`config.mk`:
```
export PLATFORM = sky130hd
export DESIGN_NAME = pong_ball_engine_flat
export DESIGN_NICKNAME = d
export VERILOG_FILES = /design/src/rtl/pong_ball_engine_if.sv /design/src/rtl/pong_ball_engine.sv /design/src/flat_wrapper.sv
export SDC_FILE = /design/constraint.sdc
export NUM_CORES = 1
export LEC_CHECK = 0
export CELL_PAD_IN_SITES_DETAIL_PLACEMENT = 1
export CELL_PAD_IN_SITES_GLOBAL_PLACEMENT = 1
export CORE_AREA = 2 2 108 152
export DETAILED_ROUTE_END_ITERATION = 16
export DIE_AREA = 0 0 110 154
export PLACE_DENSITY_LB_ADDON = 0.08
export REMOVE_ABC_BUFFERS = 1
export SYNTH_ARGS = -nofsm -noshare
export SYNTH_HDL_FRONTEND = slang
export SYNTH_SLANG_ARGS = --single-unit
```
`constraint.sdc`:
```
create_clock -name frame_clk -period 10.65 [get_ports frame_clk]
set_clock_uncertainty 0.15 [all_clocks]
set_input_delay 2.13 -clock frame_clk [delete_from_list [all_inputs] [get_ports frame_clk]]
set_output_delay 2.13 -clock frame_clk [all_outputs]
set_load 0.01 [all_outputs]
```
`src/rtl/pong_ball_engine_if.sv`:
```
// Bundle of per-frame controls and ball/score outputs between the pong ball engine and the game logic.
// The master drives Start and both paddles; the slave (engine) drives the ball, scores and state.
interface pong_ball_engine_if #(
  parameter int SCORE_W = 4
);
  logic               Start;
  logic [9:0]         PaddleX;
  logic [9:0]         PaddleY;
  logic [9:0]         PaddleS;
  logic [9:0]         Paddle2X;
  logic [9:0]         Paddle2Y;
  logic [9:0]         Paddle2S;
  logic [9:0]         BallX;
  logic [9:0]         BallY;
  logic [9:0]         BallS;
  logic [SCORE_W-1:0] Score1;
  logic [SCORE_W-1:0] Score2;
  logic               GameOver;
  logic [1:0]         State;

  modport master (
    output Start, PaddleX, PaddleY, PaddleS, Paddle2X, Paddle2Y, Paddle2S,
    input  BallX, BallY, BallS, Score1, Score2, GameOver, State
  );

  modport slave (
    input  Start, PaddleX, PaddleY, PaddleS, Paddle2X, Paddle2Y, Paddle2S,
    output BallX, BallY, BallS, Score1, Score2, GameOver, State
  );
endinterface

```
`src/rtl/pong_ball_engine.sv`:
```
// Per-frame pong ball engine: serve delay, wall/paddle bounces, goals, scores and game over.
// Optional feature macro PONG_BALL_SPEEDUP_EN: each paddle hit speeds the ball up in X.
module pong_ball_engine #(
  parameter int X_MAX        = 639,
  parameter int Y_MAX        = 479,
  parameter int X_CENTER     = 320,
  parameter int Y_CENTER     = 240,
  parameter int BALL_SIZE    = 4,
  parameter int STEP_START   = 2,
  parameter int STEP_MAX     = 8,
  parameter int SERVE_FRAMES = 60,
  parameter int WIN_SCORE    = 9,
  parameter int SCORE_W      = 4
) (
  input  logic              frame_clk,
  input  logic              Reset,
  pong_ball_engine_if.slave bus
);
  typedef enum logic [1:0] {
    S_IDLE  = 2'd0,
    S_SERVE = 2'd1,
    S_PLAY  = 2'd2,
    S_OVER  = 2'd3
  } state_t;

  localparam int          CNT_W  = $clog2(SERVE_FRAMES + 1);
  localparam logic [10:0] L_BS   = 11'(BALL_SIZE);
  localparam logic [10:0] L_XLIM = 11'(X_MAX - BALL_SIZE);
  localparam logic [10:0] L_YLIM = 11'(Y_MAX - BALL_SIZE);
  localparam logic [3:0]  L_STEP0 = 4'(STEP_START);
  localparam logic [3:0]  L_SMAX  = 4'(STEP_MAX);
  localparam logic [SCORE_W-1:0] L_WIN = SCORE_W'(WIN_SCORE);

  state_t             r_state;
  logic [9:0]         r_x, r_y;
  logic [SCORE_W-1:0] r_s1, r_s2;
  logic               r_go;
  logic               r_xdir;   // 1 = right
  logic               r_ydir;   // 1 = down
  logic [3:0]         r_xstep, r_ystep;
  logic [CNT_W-1:0]   r_cnt;

  logic               w_goal_l, w_goal_r, w_hit;
  logic [9:0]         w_px, w_py, w_ps, w_dx, w_dy, w_dy_q;
  logic               w_xdir, w_ydir;
  logic [3:0]         w_xstep, w_ystep;
  logic [10:0]        w_xsum, w_ysum;
  logic [9:0]         w_x_next, w_y_next;
  logic [SCORE_W-1:0] w_s1_inc, w_s2_inc;

  assign w_goal_l = {1'b0, r_x} <= L_BS + {7'd0, r_xstep};
  assign w_goal_r = {1'b0, r_x} + {7'd0, r_xstep} >= L_XLIM;

  // Only the paddle the ball is travelling toward can be hit.
  assign w_px = r_xdir ? bus.Paddle2X : bus.PaddleX;
  assign w_py = r_xdir ? bus.Paddle2Y : bus.PaddleY;
  assign w_ps = r_xdir ? bus.Paddle2S : bus.PaddleS;
  assign w_dx = (r_x >= w_px) ? r_x - w_px : w_px - r_x;
  assign w_dy = (r_y >= w_py) ? r_y - w_py : w_py - r_y;
  assign w_dy_q = w_dy >> 2;
  assign w_hit = ({1'b0, w_dx} <= L_BS) && ({1'b0, w_dy} <= {1'b0, w_ps} + L_BS);

  assign w_s1_inc = (r_s1 >= L_WIN) ? L_WIN : r_s1 + 1'b1;
  assign w_s2_inc = (r_s2 >= L_WIN) ? L_WIN : r_s2 + 1'b1;

  always_comb begin
    w_xdir  = r_xdir;
    w_ydir  = r_ydir;
    w_xstep = r_xstep;
    w_ystep = r_ystep;
    if (w_hit) begin
      w_xdir = ~r_xdir;
      w_ydir = (r_y >= w_py);
      if (w_dy_q > 10'(STEP_MAX))
        w_ystep = L_SMAX;
      else if (w_dy_q == 10'd0)
        w_ystep = 4'd1;
      else
        w_ystep = w_dy_q[3:0];
`ifdef PONG_BALL_SPEEDUP_EN
      w_xstep = (r_xstep >= L_SMAX) ? L_SMAX : r_xstep + 4'd1;
`else
      w_xstep = r_xstep;
`endif
    end
    // Walls take precedence over the paddle's deflection direction.
    if ({1'b0, r_y} <= L_BS + {7'd0, w_ystep})
      w_ydir = 1'b1;
    else if ({1'b0, r_y} + {7'd0, w_ystep} >= L_YLIM)
      w_ydir = 1'b0;

    w_xsum = {1'b0, r_x} + {7'd0, w_xstep};
    w_ysum = {1'b0, r_y} + {7'd0, w_ystep};
    if (w_xdir)
      w_x_next = (w_xsum > L_XLIM) ? L_XLIM[9:0] : w_xsum[9:0];
    else
      w_x_next = ({1'b0, r_x} < L_BS + {7'd0, w_xstep}) ? L_BS[9:0] : r_x - {6'd0, w_xstep};
    if (w_ydir)
      w_y_next = (w_ysum > L_YLIM) ? L_YLIM[9:0] : w_ysum[9:0];
    else
      w_y_next = ({1'b0, r_y} < L_BS + {7'd0, w_ystep}) ? L_BS[9:0] : r_y - {6'd0, w_ystep};
  end

  always_ff @(posedge frame_clk or posedge Reset) begin
    if (Reset) begin
      r_state <= S_IDLE;
      r_x     <= 10'(X_CENTER);
      r_y     <= 10'(Y_CENTER);
      r_s1    <= '0;
      r_s2    <= '0;
      r_go    <= 1'b0;
      r_xdir  <= 1'b0;
      r_ydir  <= 1'b1;
      r_xstep <= L_STEP0;
      r_ystep <= L_STEP0;
      r_cnt   <= '0;
    end else begin
      case (r_state)
        S_IDLE, S_OVER: begin
          r_x <= 10'(X_CENTER);
          r_y <= 10'(Y_CENTER);
          if (bus.Start) begin
            r_state <= S_SERVE;
            r_s1    <= '0;
            r_s2    <= '0;
            r_go    <= 1'b0;
            r_cnt   <= CNT_W'(SERVE_FRAMES - 1);
          end
        end
        S_SERVE: begin
          r_x <= 10'(X_CENTER);
          r_y <= 10'(Y_CENTER);
          if (r_cnt == '0) begin
            r_state <= S_PLAY;
            r_xstep <= L_STEP0;
            r_ystep <= L_STEP0;
          end else begin
            r_cnt <= r_cnt - 1'b1;
          end
        end
        S_PLAY: begin
          if (w_goal_l || w_goal_r) begin
            r_x     <= 10'(X_CENTER);
            r_y     <= 10'(Y_CENTER);
            r_xdir  <= w_goal_r;
            r_ydir  <= ~r_ydir;
            r_xstep <= L_STEP0;
            r_ystep <= L_STEP0;
            r_cnt   <= CNT_W'(SERVE_FRAMES - 1);
            if (w_goal_l) r_s2 <= w_s2_inc;
            else          r_s1 <= w_s1_inc;
            if ((w_goal_l ? w_s2_inc : w_s1_inc) == L_WIN) begin
              r_state <= S_OVER;
              r_go    <= 1'b1;
            end else begin
              r_state <= S_SERVE;
            end
          end else begin
            r_x     <= w_x_next;
            r_y     <= w_y_next;
            r_xdir  <= w_xdir;
            r_ydir  <= w_ydir;
            r_xstep <= w_xstep;
            r_ystep <= w_ystep;
          end
        end
        default: r_state <= S_IDLE;
      endcase
    end
  end

  assign bus.BallX    = r_x;
  assign bus.BallY    = r_y;
  assign bus.BallS    = 10'(BALL_SIZE);
  assign bus.Score1   = r_s1;
  assign bus.Score2   = r_s2;
  assign bus.GameOver = r_go;
  assign bus.State    = r_state;
endmodule
```
`src/flat_wrapper.sv`:
```
// flat-port wrapper written by rule: the top's interface ports become plain ports
module pong_ball_engine_flat 
#(
  parameter int X_MAX        = 639,
  parameter int Y_MAX        = 479,
  parameter int X_CENTER     = 320,
  parameter int Y_CENTER     = 240,
  parameter int BALL_SIZE    = 4,
  parameter int STEP_START   = 2,
  parameter int STEP_MAX     = 8,
  parameter int SERVE_FRAMES = 60,
  parameter int WIN_SCORE    = 9,
  parameter int SCORE_W      = 4
)
  (frame_clk, Reset, bus_Start, bus_PaddleX, bus_PaddleY, bus_PaddleS, bus_Paddle2X, bus_Paddle2Y, bus_Paddle2S, bus_BallX, bus_BallY, bus_BallS, bus_Score1, bus_Score2, bus_GameOver, bus_State);
  pong_ball_engine_if #(.SCORE_W(SCORE_W)) bus_i ();
  input  logic frame_clk;
  input  logic Reset;
  input wire logic [$bits(bus_i.Start)-1:0] bus_Start;
  input wire logic [$bits(bus_i.PaddleX)-1:0] bus_PaddleX;
  input wire logic [$bits(bus_i.PaddleY)-1:0] bus_PaddleY;
  input wire logic [$bits(bus_i.PaddleS)-1:0] bus_PaddleS;
  input wire logic [$bits(bus_i.Paddle2X)-1:0] bus_Paddle2X;
  input wire logic [$bits(bus_i.Paddle2Y)-1:0] bus_Paddle2Y;
  input wire logic [$bits(bus_i.Paddle2S)-1:0] bus_Paddle2S;
  output wire logic [$bits(bus_i.BallX)-1:0] bus_BallX;
  output wire logic [$bits(bus_i.BallY)-1:0] bus_BallY;
  output wire logic [$bits(bus_i.BallS)-1:0] bus_BallS;
  output wire logic [$bits(bus_i.Score1)-1:0] bus_Score1;
  output wire logic [$bits(bus_i.Score2)-1:0] bus_Score2;
  output wire logic [$bits(bus_i.GameOver)-1:0] bus_GameOver;
  output wire logic [$bits(bus_i.State)-1:0] bus_State;
  assign bus_i.Start = bus_Start;
  assign bus_i.PaddleX = bus_PaddleX;
  assign bus_i.PaddleY = bus_PaddleY;
  assign bus_i.PaddleS = bus_PaddleS;
  assign bus_i.Paddle2X = bus_Paddle2X;
  assign bus_i.Paddle2Y = bus_Paddle2Y;
  assign bus_i.Paddle2S = bus_Paddle2S;
  assign bus_BallX = bus_i.BallX;
  assign bus_BallY = bus_i.BallY;
  assign bus_BallS = bus_i.BallS;
  assign bus_Score1 = bus_i.Score1;
  assign bus_Score2 = bus_i.Score2;
  assign bus_GameOver = bus_i.GameOver;
  assign bus_State = bus_i.State;
  pong_ball_engine #(.X_MAX(X_MAX), .Y_MAX(Y_MAX), .X_CENTER(X_CENTER), .Y_CENTER(Y_CENTER), .BALL_SIZE(BALL_SIZE), .STEP_START(STEP_START), .STEP_MAX(STEP_MAX), .SERVE_FRAMES(SERVE_FRAMES), .WIN_SCORE(WIN_SCORE), .SCORE_W(SCORE_W)) u_core (.frame_clk(frame_clk), .Reset(Reset), .bus(bus_i));
endmodule
```
Yosys cells after proc, flatten, opt, wreduce, memory -nomap -nowiden

Index checks and enable logic that the tools add are counted.

Word-level logic and storage cells: 121
Bits of input ports: 63
Register bits after elaboration: 47
Output and inout bits: 41

Order comparisons: 15
Bitwise logic cells: 2
Add/subtract/negate cells: 14
Muxes and demuxes: 52
Reductions and logical operators: 16
Eq/ne operators: 11

Operators with widths:

| cell                                                                | number |
|---|---|
| two-way mux 10 bit                                                  | 13 |
| two-way mux 4 bit                                                   | 14 |
| one-hot mux 10 bit (2 select lines)                                 | 2 |
| subtractor 10 bit                                                   | 4 |
| one-hot mux 4 bit (2 select lines)                                  | 4 |
| adder 10 x 4 -> 11 bit                                              | 2 |
| less-or-equal comparator 10 x 11 -> 1 bit                           | 2 |
| < comparator 10 x 11 -> 1 bit                                       | 2 |
| greater-or-equal comparator 10 bit                                  | 2 |
| subtractor 10 x 4 -> 10 bit                                         | 2 |
| two-way mux 6 bit                                                   | 3 |
| one-hot mux 6 bit (3 select lines)                                  | 1 |
| AND reduction 4 bit                                                 | 3 |
| adder 10 x 3 -> 11 bit, second input constant                       | 1 |
| greater-or-equal comparator 11 x 10 -> 1 bit, second input constant | 1 |
| greater-or-equal comparator 11 x 9 -> 1 bit, second input constant  | 1 |
| > comparator 11 x 10 -> 1 bit, second input constant                | 1 |
| > comparator 11 x 9 -> 1 bit, second input constant                 | 1 |
| adder 3 x 4 -> 5 bit, first input constant                          | 2 |
| less-or-equal comparator 10 x 3 -> 1 bit, second input constant     | 1 |
| less-or-equal comparator 10 x 5 -> 1 bit                            | 1 |
| logical NOT 10 bit                                                  | 1 |
| two-way mux 1 bit                                                   | 9 |
| AND reduction 3 bit                                                 | 3 |
| 21 further kinds                                                    | 34 |

Depth between registers and ports, before layout

Depth after elaboration: 14
Gate-level depth with buffers: 41
Depth with buffers taken out: 37

Least setup slack after synthesis

Ideal clock, no wire load.

Kind: input port to flip-flop
From: input bus_Paddle2Y[0]
To: register u_core.r_y[8], in the netlist u_core.bus.BallY[8]
Arrival time: 8.781 ns
Buffers on the path: 2
Library setup time: 0.096 ns
Path slack: 1.623 ns
Data required time: 10.404 ns
Cell stages on the path: 37
Cells stage by stage: mux2i_1 -> inv_1 -> ha_1 -> inv_1 -> fa_1 -> a21o_1 -> a21oi_1 -> a21o_1 -> nand2_1 -> a31oi_2 -> buf_2 -> nor3_1 -> a21oi_1 -> xnor2_1 -> inv_1 -> ha_1 -> a21o_1 -> a211oi_1 -> o211ai_1 -> a221oi_2 -> o2111a_2 -> nand3_4 -> nor3_4 -> nand4_4 -> o21ai_0 -> ha_1 -> a211oi_1 -> nor2_1 -> o211a_1 -> and4_1 -> mux2i_1 -> o21a_1 -> o41ai_2 -> o21ai_1 -> buf_6 -> nor2_1 -> a311oi_2

Longest elaborated chain between the ends: 14
Elaborated cells on any way between the ends: 27
Classes of those cells: 5 x add/sub; 7 x order compare; 13 x mux; 2 x reduce/logical

Ends and longest elaborated chain:

| item                                                                                               | line                    | source |
|---|---|---|
| from (decl)                                                                                        | flat_wrapper.sv:24      | `input wire logic [$bits(bus_i.Paddle2Y)-1:0] bus_Paddle2Y;` |
| two-way mux 10 bit *                                                                               | pong_ball_engine.sv:56  | `assign w_py = r_xdir ? bus.Paddle2Y : bus.PaddleY;` |
| parallel branches: the longest is 10 deep, another holds less-or-equal comparator 10 x 11 -> 1 bit | --                      |  |
| two-way mux 10 bit *                                                                               | pong_ball_engine.sv:98  | `if (w_ydir)` |
| two-way mux 10 bit *                                                                               | pong_ball_engine.sv:142 | `if (w_goal_l \|\| w_goal_r) begin` |
| one-hot mux 10 bit (2 select lines) *                                                              | pong_ball_engine.sv:118 | `case (r_state)` |
| to (signal assigned)                                                                               | pong_ball_engine.sv:108 | `r_y <= 10'(Y_CENTER);` |
| to (signal assigned)                                                                               | pong_ball_engine.sv:121 | `r_y <= 10'(Y_CENTER);` |
| to (signal assigned)                                                                               | pong_ball_engine.sv:144 | `r_y <= 10'(Y_CENTER);` |
| to (decl)                                                                                          | pong_ball_engine.sv:35  | `logic [9:0] r_x, r_y;` |

Every way passes the cells marked *.
A chain may end at the register's enable or synchronous reset.

Worst setup path in the final report

From: input bus_PaddleY[0]
To: register u_core.r_ydir

Longest elaborated chain between the ends: 12
Elaborated cells on any way between the ends: 20
Classes of those cells: 4 x add/sub; 5 x order compare; 9 x mux; 2 x reduce/logical

Ends and longest elaborated chain:

| item                                                                                              | line                    | source |
|---|---|---|
| from (decl)                                                                                       | flat_wrapper.sv:21      | `input wire logic [$bits(bus_i.PaddleY)-1:0] bus_PaddleY;` |
| two-way mux 10 bit *                                                                              | pong_ball_engine.sv:56  |  |
| parallel branches: the longest is 9 deep, another holds less-or-equal comparator 10 x 11 -> 1 bit | --                      |  |
| two-way mux 1 bit *                                                                               | pong_ball_engine.sv:87  | `if ({1'b0, r_y} <= L_BS + {7'd0, w_ystep})` |
| two-way mux 1 bit *                                                                               | pong_ball_engine.sv:142 |  |
| to (signal assigned)                                                                              | pong_ball_engine.sv:146 | `r_ydir <= ~r_ydir;` |
| to (signal assigned)                                                                              | pong_ball_engine.sv:162 | `r_ydir <= w_ydir;` |
| to (decl)                                                                                         | pong_ball_engine.sv:39  | `logic r_ydir;` |

Marked as above.

==> insert_results.sql <==
INSERT INTO impl_metrics (metric_group, metric, value, unit) VALUES
('timing', 'final_max_slew_viol_count', '0', ''),
('setup_path', 'critical-path-max-stage-delay', '0.46', 'ns'),
('detailed_routing', 'vias_per_cell', '5.813', ''),
('floorplan', 'core_area', '15470', 'um2'),
('setup_path', 'r2r_start', 'u_core.r_xdir', ''),
('timing', 'final.period_utilization', '93.37', '%'),
('timing', 'hold-worst-slack', '0.3808', 'ns'),
('timing', 'fin_setup_tns', '0', 'ns'),
('logic_synthesis', 'seq_area_frac_synth', '17.34', '%'),
('global_routing', 'pin_count_of_the_biggest_net_entering_global_routing', '44', ''),
('logic_synthesis', 'dominantRegCellSynth', 'sky130_fd_sc_hd__dfrtp_1', ''),
('global_routing', 'global_route.overflow_total', '0', ''),
('global_routing', 'grt_use_total', '24.56', '%'),
('timing', 'achievable_freq', '100.6', 'MHz'),
('logic_synthesis', 'synth.avg_cell_area', '7.889', 'um2'),
('placement', 'gp_congestion', '0.8870', ''),
('timing', 'final_hold_vio_count', '0', ''),
('detailed_routing', 'ant_nets', '0', ''),
('timing', 'rsz0062_at_grt', 'false', ''),
('clocking', 'cts.sinks', '43', ''),
('clocking', 'cts_tree', 'done', ''),
('global_routing', 'grt_most_used_layer', 'met2', ''),
('clocking', 'htreeDepth', '2', ''),
('placement', 'dp.final_hpwl', '16510', 'um'),
('setup_path', 'logic_depth_of_the_worst_register_to_register_path', '37', ''),
('floorplan', 'die_area', '16940', 'um2'),
('setup_path', 'cp-endpoint', 'u_core.r_ydir', ''),
('placement', 'io_buffer_count', '93', ''),
('detailed_routing', 'detail_route.first_pass.iterations', '4', ''),
('logic_synthesis', 'ys_seq_elements', '43', ''),
('setup_path', 'worst_path_maximum_fanout', '10', ''),
('clocking', 'cts-buffers-inserted', '5', ''),
('logic_synthesis', 'synthDominantCellAreaShare', '14.98', '%'),
('clocking', 'clockRootBuffer', 'sky130_fd_sc_hd__clkbuf_16', ''),
('detailed_routing', 'detail_route.drc_violations', '0', ''),
('logic_synthesis', 'postSynth.asyncResetShare', '100.0', '%'),
('timing', 'maxSlewHeadroom', '49.76', '%'),
('timing', 'timing.final.setup_violations', '0', ''),
('clocking', 'cts-root-to-sink-buffers', '2', ''),
('outcome', 'run_status', 'complete, no violations', ''),
('clocking', 'postCtsHoldBufs', '0', ''),
('run', 'timing.max_cap.violations', '0', ''),
('power_and_ir_drop', 'power.ir.vdd_worst', '0.09211', 'mV'),
('detailed_routing', 'dr.first_iter.drc_count', '197', ''),
('global_routing', 'grt_pass1_vias', '6695', ''),
('floorplan', 'rows', '54', ''),
('logic_synthesis', 'synthDistinctLibCells', '94', ''),
('floorplan', 'ios', '104', ''),
('global_routing', 'grt_pass1_wl', '33510', 'um'),
('logic_synthesis', 'synth_enable_flop_cells', '0', ''),
('clocking', 'post_cts_resized', '0', ''),
('global_routing', 'gr-usage-met3', '2.035', '%'),
('logic_synthesis', 'post_synth_most_frequent_cells', 'sky130_fd_sc_hd__inv_1 (80), sky130_fd_sc_hd__ha_1 (75), sky130_fd_sc_hd__a21oi_1 (65)', ''),
('floorplan', 'floorplan.die.height', '154', 'um'),
('detailed_routing', 'vias', '6197', ''),
('logic_synthesis', 'synth_area', '6264', 'um2'),
('floorplan', 'initial_utilization', '40.48', '%'),
('setup_path', 'register_to_register_path_setup_slack', '2.24', 'ns'),
('detailed_routing', 'detailed_route_wire_length_per_cell', '19.29', 'um'),
('clocking', 'clkTransAtPathRegs', '0.06', 'ns'),
('final_layout', 'design.final.nets', '1011', ''),
('final_layout', 'antennaDiodeCount', '0', ''),
('clocking', 'clkLatencyLatePin', '0.29', 'ns'),
('setup_path', 'setup.worst_path.class', 'primary input to flip-flop', ''),
('global_routing', 'grt_antenna_before_repair', '0', ''),
('logic_synthesis', 'post_synth_inst_count', '794', ''),
('final_layout', 'area.growth.synth_to_final', '19.84', '%'),
('logic_synthesis', 'synthesis.yosys.warnings', '0', ''),
('logic_synthesis', 'synth_top_area_cell', 'sky130_fd_sc_hd__ha_1', ''),
('setup_path', 'cp_startpoint_kind', 'primary input', ''),
('global_routing', 'globalRouteMet1Util', '27.80', '%');
## layer usage
| layer | wire [um] | vias up |
|---|---|---|
| li1 | - | 2986 |
| met1 | 8180 | 3055 |
| met2 | 11350 | 119 |
| met3 | 561 | 37 |
| met4 | 473 | 0 |
| met5 | 0 | - |
## metrics by stage
| stage | setup slack (ns) | power (uW) | instances | cell area (um2) | utilization, % |
|---|---|---|---|---|---|
| finish | 0.7060 | 1230 | 1066 | 7506 | 48.51 |
| CTS | 0.3612 | 1225 | 1066 | 7468 | 48.27 |
| floorplan | 1.335 | 814.3 | 763 | 6080 | - |
| detailed placement | 0.08862 | 1038 | 1058 | 7302 | 47.19 |
| global route | 0.01539 | 1341 | 1066 | 7506 | 48.51 |
| global placement | 0.5192 | 1005 | 1058 | 7302 | 47.19 |
## critical path, delay by kind of cell
family	cells	cell delay [ns]
and+or+nand+nor	8	1.21
AOI/OAI and AO/OA	18	3.99
muxes	2	0.42
adders and majority gates	4	1.08
xor gates and xnor gates	1	0.29
buffers and inverters	5	0.89
## area by class of cell
cell class | count | area [um2] | area share [%]
repair buffers | 99 | 975.9 | 13.00
well taps | 196 | 245.2 | 3.267
inverters | 80 | 300.3 | 4.001
multi-input cells | 640 | 4731 | 63.03
clock inverters | 2 | 37.54 | 0.5001
clock buffers | 6 | 128.9 | 1.717
flip-flops and latches | 43 | 1087 | 14.49
## power by group
| part | internal, uW | total (uW) | switching [uW] |
|---|---|---|---|
| sequential | 180 | 209 | 28.8 |
| clock | 111 | 179 | 68.3 |
| combinational | 342 | 842 | 500 |
| total | 633 | 1230 | 597 |
## how the worst min path moves through the flow
stage	slack, ns	from	endpoint	cells past startpoint
6_report	0.38	u_core.r_ystep[0]	u_core.r_ystep[0]	2
2_1_floorplan	0.32	u_core.r_ystep[0]	u_core.r_ystep[0]	2
5_1_grt	0.41	u_core.r_ystep[0]	u_core.r_ystep[0]	2
4_1_cts	0.38	u_core.r_ystep[0]	u_core.r_ystep[0]	2
3_5_place_dp	0.36	u_core.r_ystep[0]	u_core.r_ystep[0]	2
3_3_place_gp	0.36	u_core.r_ystep[0]	u_core.r_ystep[0]	2
## cells by family after synthesis
family	synth area share [%]
and+or+nand+nor	18.70
AOI/OAI and AO/OA	26.85
other	0.1199
xor gates and xnor gates	5.873
muxes	6.652
adders and majority gates	16.26
DFF	17.34
buffers and inverters	8.210
## flip-flops by register name, indices dropped and copies added, names as in the netlist
register and flops:
u_core.r_cnt 6, u_core.bus.Score2 4, u_core.r_xdir 1, u_core.r_ystep 4, u_core.bus.State 2, u_core.bus.Score1 4, u_core.r_ydir 1, u_core.bus.BallY 10
u_core.bus.BallX 10, u_core.bus.GameOver 1
## cells in the final DEF, fill, tap and decap left out, drive strengths merged, types with 8 or more instances in the layout
| cell type | count |
|---|---|
| a211oi | 10 |
| a21o | 17 |
| a21oi | 66 |
| a31oi | 14 |
| clkdlybuf4s50 | 93 |
| conb | 10 |
| dfrtp | 35 |
| dfstp | 8 |
| ha | 75 |
| inv | 79 |
| mux2i | 36 |
| nand2 | 57 |
| nand3 | 16 |
| nand4 | 9 |
| nor2 | 56 |
| nor2b | 9 |
| nor3 | 29 |
| o21a | 14 |
| o21ai | 49 |
| xnor2 | 26 |
| xor2 | 13 |
Power figures use the tool's default switching activity.
